## src/rtl/branch_target_unit_if.sv

```systemverilog
// Request/response bundle for branch_target_unit: request side, flush,
// result side and the delivered-taken counter.
interface branch_target_unit_if #(
    parameter int XLEN  = 32,
    parameter int CNT_W = 16
);
    logic            in_valid;
    logic            in_ready;
    logic [3:0]      op;
    logic [XLEN-1:0] pc;
    logic [XLEN-1:0] imm;
    logic [XLEN-1:0] rs1_val;
    logic [XLEN-1:0] rs2_val;
    logic            flush;
    logic            out_valid;
    logic            out_ready;
    logic            out_taken;
    logic [XLEN-1:0] out_target;
    logic [XLEN-1:0] out_link;
    logic            out_misalign;
    logic [CNT_W-1:0] taken_count;

    modport master (
        output in_valid, op, pc, imm, rs1_val, rs2_val, flush, out_ready,
        input  in_ready, out_valid, out_taken, out_target, out_link, out_misalign, taken_count
    );

    modport slave (
        input  in_valid, op, pc, imm, rs1_val, rs2_val, flush, out_ready,
        output in_ready, out_valid, out_taken, out_target, out_link, out_misalign, taken_count
    );
endinterface

```

## src/rtl/branch_target_unit.sv

```systemverilog
// Branch/jump resolve unit: one-deep output register, latency 1, full throughput.
// Optional BTU_MISALIGN_EN adds a registered misaligned-target flag.
module branch_target_unit #(
    parameter int XLEN      = 32,
    parameter int IMM_SHIFT = 1,
    parameter int CNT_W     = 16
) (
    input logic             clk,
    input logic             rst_n,
    branch_target_unit_if.slave bus
);
    typedef enum logic [3:0] {
        OP_BEQ  = 4'd0,
        OP_BNE  = 4'd1,
        OP_BLT  = 4'd4,
        OP_BGE  = 4'd5,
        OP_BLTU = 4'd6,
        OP_BGEU = 4'd7,
        OP_JAL  = 4'd8,
        OP_JALR = 4'd9
    } op_e;

    typedef struct packed {
        logic            taken;
        logic [XLEN-1:0] target;
        logic [XLEN-1:0] link;
    } resp_t;

    resp_t            resp_d, resp_q;
    logic             valid_q;
    logic             accept;
    logic [CNT_W-1:0] cnt_q;
    logic [XLEN-1:0]  br_target;
    logic [XLEN-1:0]  jalr_sum;

    assign bus.in_ready = !valid_q || bus.out_ready;
    assign accept       = bus.in_valid && bus.in_ready && !bus.flush;
    assign br_target    = bus.pc + (bus.imm << IMM_SHIFT);
    assign jalr_sum     = bus.rs1_val + bus.imm;

    always_comb begin
        resp_d        = '0;
        resp_d.link   = bus.pc + XLEN'(4);
        resp_d.target = resp_d.link;
        case (bus.op)
            OP_BEQ:           resp_d.taken = (bus.rs1_val == bus.rs2_val);
            OP_BNE:           resp_d.taken = (bus.rs1_val != bus.rs2_val);
            OP_BLT:           resp_d.taken = ($signed(bus.rs1_val) <  $signed(bus.rs2_val));
            OP_BGE:           resp_d.taken = ($signed(bus.rs1_val) >= $signed(bus.rs2_val));
            OP_BLTU:          resp_d.taken = (bus.rs1_val <  bus.rs2_val);
            OP_BGEU:          resp_d.taken = (bus.rs1_val >= bus.rs2_val);
            OP_JAL, OP_JALR:  resp_d.taken = 1'b1;
            default:          resp_d.taken = 1'b0;
        endcase
        if (resp_d.taken)
            resp_d.target = (bus.op == OP_JALR) ? {jalr_sum[XLEN-1:1], 1'b0} : br_target;
    end

    // Flush wins over both consumption and capture; a same-cycle consume+accept just overwrites.
    always_ff @(posedge clk) begin
        if (!rst_n) begin
            valid_q <= 1'b0;
            resp_q  <= '0;
            cnt_q   <= '0;
        end else begin
            if (bus.flush)
                valid_q <= 1'b0;
            else if (accept) begin
                valid_q <= 1'b1;
                resp_q  <= resp_d;
            end else if (bus.out_ready)
                valid_q <= 1'b0;

            if (valid_q && bus.out_ready && resp_q.taken && !bus.flush && cnt_q != {CNT_W{1'b1}})
                cnt_q <= cnt_q + CNT_W'(1);
        end
    end

`ifdef BTU_MISALIGN_EN
    logic misalign_q;

    always_ff @(posedge clk) begin
        if (!rst_n)
            misalign_q <= 1'b0;
        else if (!bus.flush && accept)
            misalign_q <= resp_d.taken && (resp_d.target[1:0] != 2'b00);
    end

    assign bus.out_misalign = misalign_q;
`else
    assign bus.out_misalign = 1'b0;
`endif

    assign bus.out_valid   = valid_q;
    assign bus.out_taken   = resp_q.taken;
    assign bus.out_target  = resp_q.target;
    assign bus.out_link    = resp_q.link;
    assign bus.taken_count = cnt_q;
endmodule

```

## src/flat_wrapper.sv

```systemverilog
// flat-port wrapper written by rule: the top's interface ports become plain ports
module branch_target_unit_flat 
#(
    parameter int XLEN      = 32,
    parameter int IMM_SHIFT = 1,
    parameter int CNT_W     = 16
)
  (clk, rst_n, bus_in_valid, bus_op, bus_pc, bus_imm, bus_rs1_val, bus_rs2_val, bus_flush, bus_out_ready, bus_in_ready, bus_out_valid, bus_out_taken, bus_out_target, bus_out_link, bus_out_misalign, bus_taken_count);
  branch_target_unit_if #(.XLEN(XLEN), .CNT_W(CNT_W)) bus_i ();
  input logic clk;
  input logic rst_n;
  input wire logic [$bits(bus_i.in_valid)-1:0] bus_in_valid;
  input wire logic [$bits(bus_i.op)-1:0] bus_op;
  input wire logic [$bits(bus_i.pc)-1:0] bus_pc;
  input wire logic [$bits(bus_i.imm)-1:0] bus_imm;
  input wire logic [$bits(bus_i.rs1_val)-1:0] bus_rs1_val;
  input wire logic [$bits(bus_i.rs2_val)-1:0] bus_rs2_val;
  input wire logic [$bits(bus_i.flush)-1:0] bus_flush;
  input wire logic [$bits(bus_i.out_ready)-1:0] bus_out_ready;
  output wire logic [$bits(bus_i.in_ready)-1:0] bus_in_ready;
  output wire logic [$bits(bus_i.out_valid)-1:0] bus_out_valid;
  output wire logic [$bits(bus_i.out_taken)-1:0] bus_out_taken;
  output wire logic [$bits(bus_i.out_target)-1:0] bus_out_target;
  output wire logic [$bits(bus_i.out_link)-1:0] bus_out_link;
  output wire logic [$bits(bus_i.out_misalign)-1:0] bus_out_misalign;
  output wire logic [$bits(bus_i.taken_count)-1:0] bus_taken_count;
  assign bus_i.in_valid = bus_in_valid;
  assign bus_i.op = bus_op;
  assign bus_i.pc = bus_pc;
  assign bus_i.imm = bus_imm;
  assign bus_i.rs1_val = bus_rs1_val;
  assign bus_i.rs2_val = bus_rs2_val;
  assign bus_i.flush = bus_flush;
  assign bus_i.out_ready = bus_out_ready;
  assign bus_in_ready = bus_i.in_ready;
  assign bus_out_valid = bus_i.out_valid;
  assign bus_out_taken = bus_i.out_taken;
  assign bus_out_target = bus_i.out_target;
  assign bus_out_link = bus_i.out_link;
  assign bus_out_misalign = bus_i.out_misalign;
  assign bus_taken_count = bus_i.taken_count;
  branch_target_unit #(.XLEN(XLEN), .IMM_SHIFT(IMM_SHIFT), .CNT_W(CNT_W)) u_core (.clk(clk), .rst_n(rst_n), .bus(bus_i));
endmodule
```

## config.mk

```make
export PLATFORM = sky130hd
export DESIGN_NAME = branch_target_unit_flat
export DESIGN_NICKNAME = d
export VERILOG_FILES = /design/src/rtl/branch_target_unit_if.sv /design/src/rtl/branch_target_unit.sv /design/src/flat_wrapper.sv
export SDC_FILE = /design/constraint.sdc
export NUM_CORES = 1
export LEC_CHECK = 0
export CAP_MARGIN = 20
export CELL_PAD_IN_SITES_DETAIL_PLACEMENT = 0
export CELL_PAD_IN_SITES_GLOBAL_PLACEMENT = 1
export CORE_MARGIN = 10
export CORE_UTILIZATION = 25
export CTS_BUF_LIST = sky130_fd_sc_hd__clkbuf_4 sky130_fd_sc_hd__clkbuf_8 sky130_fd_sc_hd__clkbuf_16
export CTS_CLUSTER_SIZE = 20
export DETAILED_ROUTE_END_ITERATION = 8
export HOLD_SLACK_MARGIN = 0.06
export PLACE_DENSITY_LB_ADDON = 0.15
export SYNTH_ARGS = -nofsm -noshare
export SYNTH_HDL_FRONTEND = slang
export SYNTH_SLANG_ARGS = --single-unit
```

## constraint.sdc

```tcl
create_clock -name clk -period 8.5 [get_ports clk]
set_input_delay 1.7 -clock clk [delete_from_list [all_inputs] [get_ports clk]]
set_output_delay 1.7 -clock clk [all_outputs]
set_load 0.005 [all_outputs]
```

==> impl_metrics.tcl, run 1 <==
set metrics [dict create \
    cts_num_sinks 82 \
    vias 8056 \
    root_buffer "clkbuf_16" \
    yosysWarnings 0 \
    whs_ns 0.454 \
    place.gp.congestion 0.866 \
    seqPwrFrac 0.302 \
    cts_tree "built" \
    holdBufCountCts 0 \
    post-dp-hpwl_um 26900 \
    crit_family "simple AND/OR/NAND/NOR gates" \
    wl_per_cell_um 19.2 \
    gr-total-overflow 0 \
    routed_wl_um 31600 \
    drive_gt1_frac 0.0315 \
    crit_buf_inv 2 \
    rows 65 \
    cts_max_level 3 \
    tightestPinTransition_ns 0.867 \
    synth_top_flop_cell "dfxtp_1" \
    path_cells "clkdlybuf4s50_1, ha_1, nand4_2, nor4_4, or3b_1, a311oi_1, nor4_1, a31o_2, inv_1, nand2_1, a32o_1" \
    end_kind "flip-flop" \
    timing.final.crit_share 0.597 \
    multiInputGateArea_um2 5880 \
    io_buffers 219 \
    drt-initial-drc-count 337 \
    syn_to_final_growth_pct 36.9 \
    hold_class "flip-flop to flip-flop" \
    antenna_found_initial 3 \
    timing.final.hold_violations 0 \
    grt_pass1_vias 8143 \
    fin_skew_ns 0.00924 \
    vdd_drop_max_uv 77.5 \
    crit_arrival_ns 5.31 \
    outcome "complete, no violations" \
    leakagePower_uw 0.00437 \
    cts.clk_slew.worst_paths_ns 0.07 \
    rsz0062_at_grt "no" \
    clock_latency_ns 0.34 \
    cp-start-kind "primary input" \
    yosysSeqAreaShare 0.208 \
    synth.top_cell.area_share 0.208 \
    die_h_um 198 \
    initial_core_util 0.252 \
    post-cts-setup-buffers 0 \
    die_w_um 198 \
    fill_cells 3366 \
    cts_buffer_depth 2 \
    combPwrFrac 0.390 \
    finalSetupViolations 0 \
    drcViolationCount 0 \
    antenna_left 0 \
    netlist_area_um2 7900 \
    grt_max_degree 69 \
    regArea_um2 1640 \
    fin_tns_setup_ns 0 \
    cts_buffers 9 \
    fp.dieArea_um2 39100 \
    cts_resized 0 \
    coreArea_um2 31400 \
    path_class "primary input to flip-flop" \
    final_cell_count_no_fill 1644 \
    slew_violations 0 \
    dp.cells 1626 \
    grt_pass1_wl_um 48300 \
    p_per_area_nw_per_um2 128 \
    switching_share 0.333 \
    synth_fp_nets 1266 \
    yosysTopAreaCell "dfxtp_1" \
    nets 1468 \
    avgSynthCellArea_um2 7.65 \
    async_flop_share 0 \
    via_per_inst 4.90 \
    pwr-share-clk 0.308 \
    drv_cap 0 \
    drtPass1Iterations 4 \
    finalCriticalPeriod_ns 5.08 \
    power_switching_uw 462 \
    track_usage 0.157 \
    syn_inst 1033 \
    max_stage_delay_ns 0.63 \
    synth_edf_count 0 \
    yosysUniqueCellTypes 64 \
    cp.required_ns 8.74 \
    critPathSlowestCell "inv_1" \
    synth.ff_latch_count 82 \
    crit_fanout 22 \
    max-slew-margin-rel 0.421 \
    fmax_mhz 197 \
    synthTopCellsByArea "dfxtp_1, ha_1, a21oi_1, nand2_1, xor2_1" \
    pin_count 221 \
    power.internal_uw 926 \
]
-- cell families after synthesis --
family | after synthesis | synth area share
AOI/OAI and AO/OA | 335 | 0.284
and+or+nand+nor | 330 | 0.197
adders and majority gates | 96 | 0.154
buffers and inverters | 93 | 0.0488
xor gates and xnor gates | 85 | 0.0942
DFF | 82 | 0.208
muxes | 11 | 0.0139
other | 1 | 0.000475
-- routing by layer --
metal | wire [um] | track usage | part of all wire
met2 | 13500 | 0.238 | 0.43
met5 | 13 | 0 | 0.00041
met3 | 1390 | 0.0261 | 0.044
met1 | 16400 | 0.228 | 0.52
met4 | 320 | 0.0299 | 0.010
-- worst register-to-register path, stage by stage (launching register included) --
cell,delay [ns]
dfxtp_1,0.41
and3_1,0.22
nand3_1,0.15
or3_1,0.39
o21bai_1,0.47
or3_1,0.32
nor3_1,0.11
nand3_1,0.10
xor2_1,0.15
nor2_1,0.05
-- path summary, 6_finish.rpt --
kind / from / end / slack, ns / cells after the start
setup / recovery: bus_rs1_val[31] / u_core.bus.out_target[27]$_SDFFE_PN0P_ / 3.42 / 11
hold reg to reg: u_core.bus.out_link[1]$_SDFFE_PN0P_ / u_core.bus.out_link[1]$_SDFFE_PN0P_ / 0.45 / 2
setup reg to reg: u_core.bus.taken_count[7]$_SDFFE_PN0P_ / u_core.bus.taken_count[15]$_SDFFE_PN0P_ / 6.00 / 9
hold / removal: u_core.bus.out_link[1]$_SDFFE_PN0P_ / u_core.bus.out_link[1]$_SDFFE_PN0P_ / 0.45 / 2
-- power groups by stage --
stage / Combinational, uW / Clock, uW / Sequential [uW]
global route: 601 / 456 / 422
detailed placement: 541 / 0 / 429
CTS: 544 / 439 / 420
finish: 541 / 427 / 420
floorplan: 312 / 0 / 427
global placement: 548 / 0 / 428
-- cell usage in the layout, fill, tap and decap left out, types with 4 or more instances in the layout --
master and instances:
nor2b_1 9, nand2b_1 12, o21a_1 19, xor2_1 43, or2_2 5, o21bai_1 10
ha_1 94, nand4_1 17, mux2i_1 11, a41oi_1 5, o21ai_0 55, o31a_1 4
a21o_1 33, a22o_1 15, nand2_1 108, nor3_1 15, and3_1 14, nor2_1 91
nor4_1 4, a31oi_1 9, inv_1 58, dfxtp_1 82, a211oi_1 36, clkdlybuf4s50_1 219
and2_1 5, xnor2_1 42, clkbuf_16 9, a32o_1 10, a21oi_1 84, buf_4 7
o31ai_1 4, nand3_1 25, or3_1 9, o211ai_1 20
-- through the flow --
| step | setup WS (ns) | util | total power, uW | area (um2) |
|---|---|---|---|---|
| finish | 3.42 | 0.345 | 1390 | 10800 |
| global placement | 3.04 | 0.334 | 976 | 10500 |
| detailed placement | 3.03 | 0.334 | 970 | 10500 |
| CTS | 3.40 | 0.344 | 1400 | 10800 |
| global route | 3.13 | 0.345 | 1480 | 10800 |
| floorplan | 4.32 | - | 739 | 7900 |
-- sequential cells by signal (all words and copies together), names as in the netlist --
signal / flops
u_core.bus.out_link: 32
u_core.bus.out_target: 32
u_core.bus.taken_count: 16
u_core.bus.out_taken: 1
u_core.bus.out_valid: 1
-- cells in the mapped netlist, drive strengths merged (4+ instances only) --
cell	instances
and2	5
ha	94
nand4	18
xnor2	42
a31oi	9
a21oi	84
nor2b	9
a211oi	36
o21ai	58
o211ai	20
nand2b	12
a22o	15
nor3	15
nor4	5
nor2	93
xor2	43
dfxtp	82
nand2	108
o31a	4
o21bai	10
a32o	10
a21o	33
nand3	25
inv	58
or2	5
mux2i	11
a41oi	5
buf	11
nor3b	4
o21a	19
o31ai	4
and3	14
or3	9
clkbuf	24
-- layout make-up --
cell class                 instances  area share
inverter                          58      0.0201
sequential                        82       0.152
tap                              402      0.0465
antenna                            2    0.000463
multi-input combinational        858       0.544
clock inverter                     5     0.00717
timing repair buffer             226       0.207
clock buffer                      11      0.0228
(Power assumes the default switching activity.)
==> run 2: changes to the inputs <==
clock period = 4.23 ns   (was 8.5 ns; I/O delays follow)
==> run 2 against run 1 <==
  * Cell area is 2.6% higher
  * Setup slack worse by 3.0 ns
  * Combinational power is 110% higher
  * Sequential share of layout area is 0.38 points lower
  * First-iteration DRC count is 42% higher
  * Critical path depth is 4 higher
  * Critical endpoint is now u_core.bus.out_target[26]$_SDFFE_PN0P_
==> impl_metrics.tcl, run 2 (synthesized netlist as in run 1, its figures left out) <==
set metrics [dict create \
    outcome "complete, no violations" \
    hold_class "flip-flop to flip-flop" \
    end_kind "flip-flop" \
    vias 8214 \
    cts_buffer_depth 2 \
    syn_to_final_growth_pct 40.5 \
    rsz0062_at_grt "no" \
    fin_tns_setup_ns 0 \
    clock_latency_ns 0.34 \
    min_from "u_core.bus.out_target[0]$_SDFFE_PN0P_" \
    cts.clk_slew.worst_paths_ns 0.07 \
    timing.final.crit_share 0.895 \
    r2r-end "u_core.bus.taken_count[15]$_SDFFE_PN0P_" \
    antenna_left 0 \
    die_w_um 198 \
    cp-start-kind "primary input" \
    reg2reg_from "u_core.bus.taken_count[7]$_SDFFE_PN0P_" \
    finalSetupViolations 0 \
    max-slew-margin-rel 0.541 \
    post-dp-hpwl_um 27000 \
    path_class "primary input to flip-flop" \
    cp.required_ns 4.47 \
    finalPower_uw 2760 \
    root_buffer "clkbuf_16" \
    fin_skew_ns 0.00716 \
    routed_wl_um 31200 \
    initial_core_util 0.252 \
    min_path_cells 2 \
    drive_gt1_frac 0.0595 \
    die_h_um 198 \
    antenna_found_initial 2 \
    tightestPinTransition_ns 0.688 \
    drt-initial-drc-count 478 \
    crit_fanout 37 \
    leakagePower_uw 0.00454 \
    coreArea_um2 31400 \
    final_core_util 0.354 \
    gr-total-overflow 0 \
    fmax_mhz 264 \
    via_per_inst 4.89 \
    regArea_um2 1640 \
    cts_buffers 9 \
    fp.dieArea_um2 39100 \
    drv_cap 0 \
    cts_tree "built" \
    r2r_cells 9 \
    vdd_drop_max_uv 198 \
    io_buffers 219 \
    crit_arrival_ns 4.02 \
    drtPass1Iterations 5 \
    nets 1505 \
    grt_max_degree 39 \
    wl_per_cell_um 18.6 \
    post-cts-setup-buffers 0 \
    drcViolationCount 0 \
    finalCriticalPeriod_ns 3.79 \
    fill_cells 3330 \
    regToRegSetupSlack_ns 1.72 \
    holdBufCountCts 0 \
    p_per_area_nw_per_um2 248 \
    rows 65 \
    min_to "u_core.bus.out_target[0]$_SDFFE_PN0P_" \
    multiInputGateArea_um2 5880 \
    timing.final.hold_violations 0 \
    final_common_cell "clkdlybuf4s50_1" \
    slew_violations 0 \
    final_cell_mix "clkdlybuf4s50_1, nand2_1, ha_1" \
    grt_pass1_vias 8217 \
    cts_max_level 3 \
    pin_count 221 \
    place.gp.congestion 0.848 \
    cts_resized 0 \
    track_usage 0.155 \
    cts_num_sinks 82 \
    grt_pass1_wl_um 47700 \
]
[run 2: changes by cell type in the layout (fill, tap and decap cells not counted), sizes merged]
| cell | delta |
|---|---|
| diode | -1 |
| clkinvlp | +2 |
| buf | +37 |
| bufinv | -1 |
| inv | +1 |
| clkbuf | -2 |
[run 2: through the flow]
step / hold slack, ns / instances / worst slack, ns / area [um2]
after global placement: 0.441 / 1663 / 0.0107 / 10800
after detailed placement: 0.442 / 1663 / 0.00184 / 10800
after floorplan: 0.443 / 1033 / 0.907 / 7900
after global routing: 0.470 / 1679 / 0.129 / 11100
after CTS: 0.452 / 1679 / 0.380 / 11100
final: 0.448 / 1680 / 0.444 / 11100
[run 2: per-layer routing]
| metal | vias up | GRT usage | routed length (um) |
|---|---|---|---|
| met1 | 3715 | 0.220 | 15800 |
| li1 | 4265 | - | - |
| met5 | - | 0 | 18 |
| met2 | 214 | 0.240 | 13400 |
| met3 | 18 | 0.0278 | 1630 |
| met4 | 2 | 0.0319 | 325 |
[run 2: critical path, stage by stage]
cell,delay (ns)
clkdlybuf4s50_1,0.45
inv_1,0.04
ha_1,0.31
nand4_1,0.18
nor4_4,0.37
buf_4,0.19
nand3_1,0.15
nand3_1,0.13
a211oi_1,0.05
nor4_1,0.27
a31o_2,0.27
buf_12,0.23
o31a_1,0.16
o21ai_0,0.13
a22o_1,0.22
[run 2: worst max-delay path by stage]
| stage | start | depth (start not counted) | slack [ns] | to |
|---|---|---|---|---|
| floorplan | bus_rs2_val[23] | 13 | 0.91 | u_core.bus.out_target[25]$_SDFFE_PN0P_ |
| global placement | bus_rs2_val[23] | 15 | 0.01 | u_core.bus.out_target[26]$_SDFFE_PN0P_ |
| detailed placement | bus_rs2_val[23] | 14 | 0.002 | u_core.bus.out_target[23]$_SDFFE_PN0P_ |
| CTS | bus_rs2_val[23] | 15 | 0.38 | u_core.bus.out_target[26]$_SDFFE_PN0P_ |
| global route | bus_rs2_val[10] | 15 | 0.13 | u_core.bus.out_target[26]$_SDFFE_PN0P_ |
| finish | bus_rs2_val[23] | 15 | 0.44 | u_core.bus.out_target[26]$_SDFFE_PN0P_ |
[run 2: final cells by class]
| cell class | count | area share |
|---|---|---|
| tap | 402 | 0.0453 |
| multi-input combinational | 858 | 0.530 |
| timing repair buffer | 263 | 0.230 |
| clock inverter | 7 | 0.00710 |
| clock buffer | 9 | 0.0203 |
| sequential | 82 | 0.148 |
| inverter | 58 | 0.0196 |
| antenna | 1 | 0.000225 |
[run 2: power by group]
part	internal, uW	leakage [uW]	total, uW	switching [uW]
clock	461	0.000138	799	337
combinational	540	0.00373	1110	574
sequential	816	0.000671	843	27.2
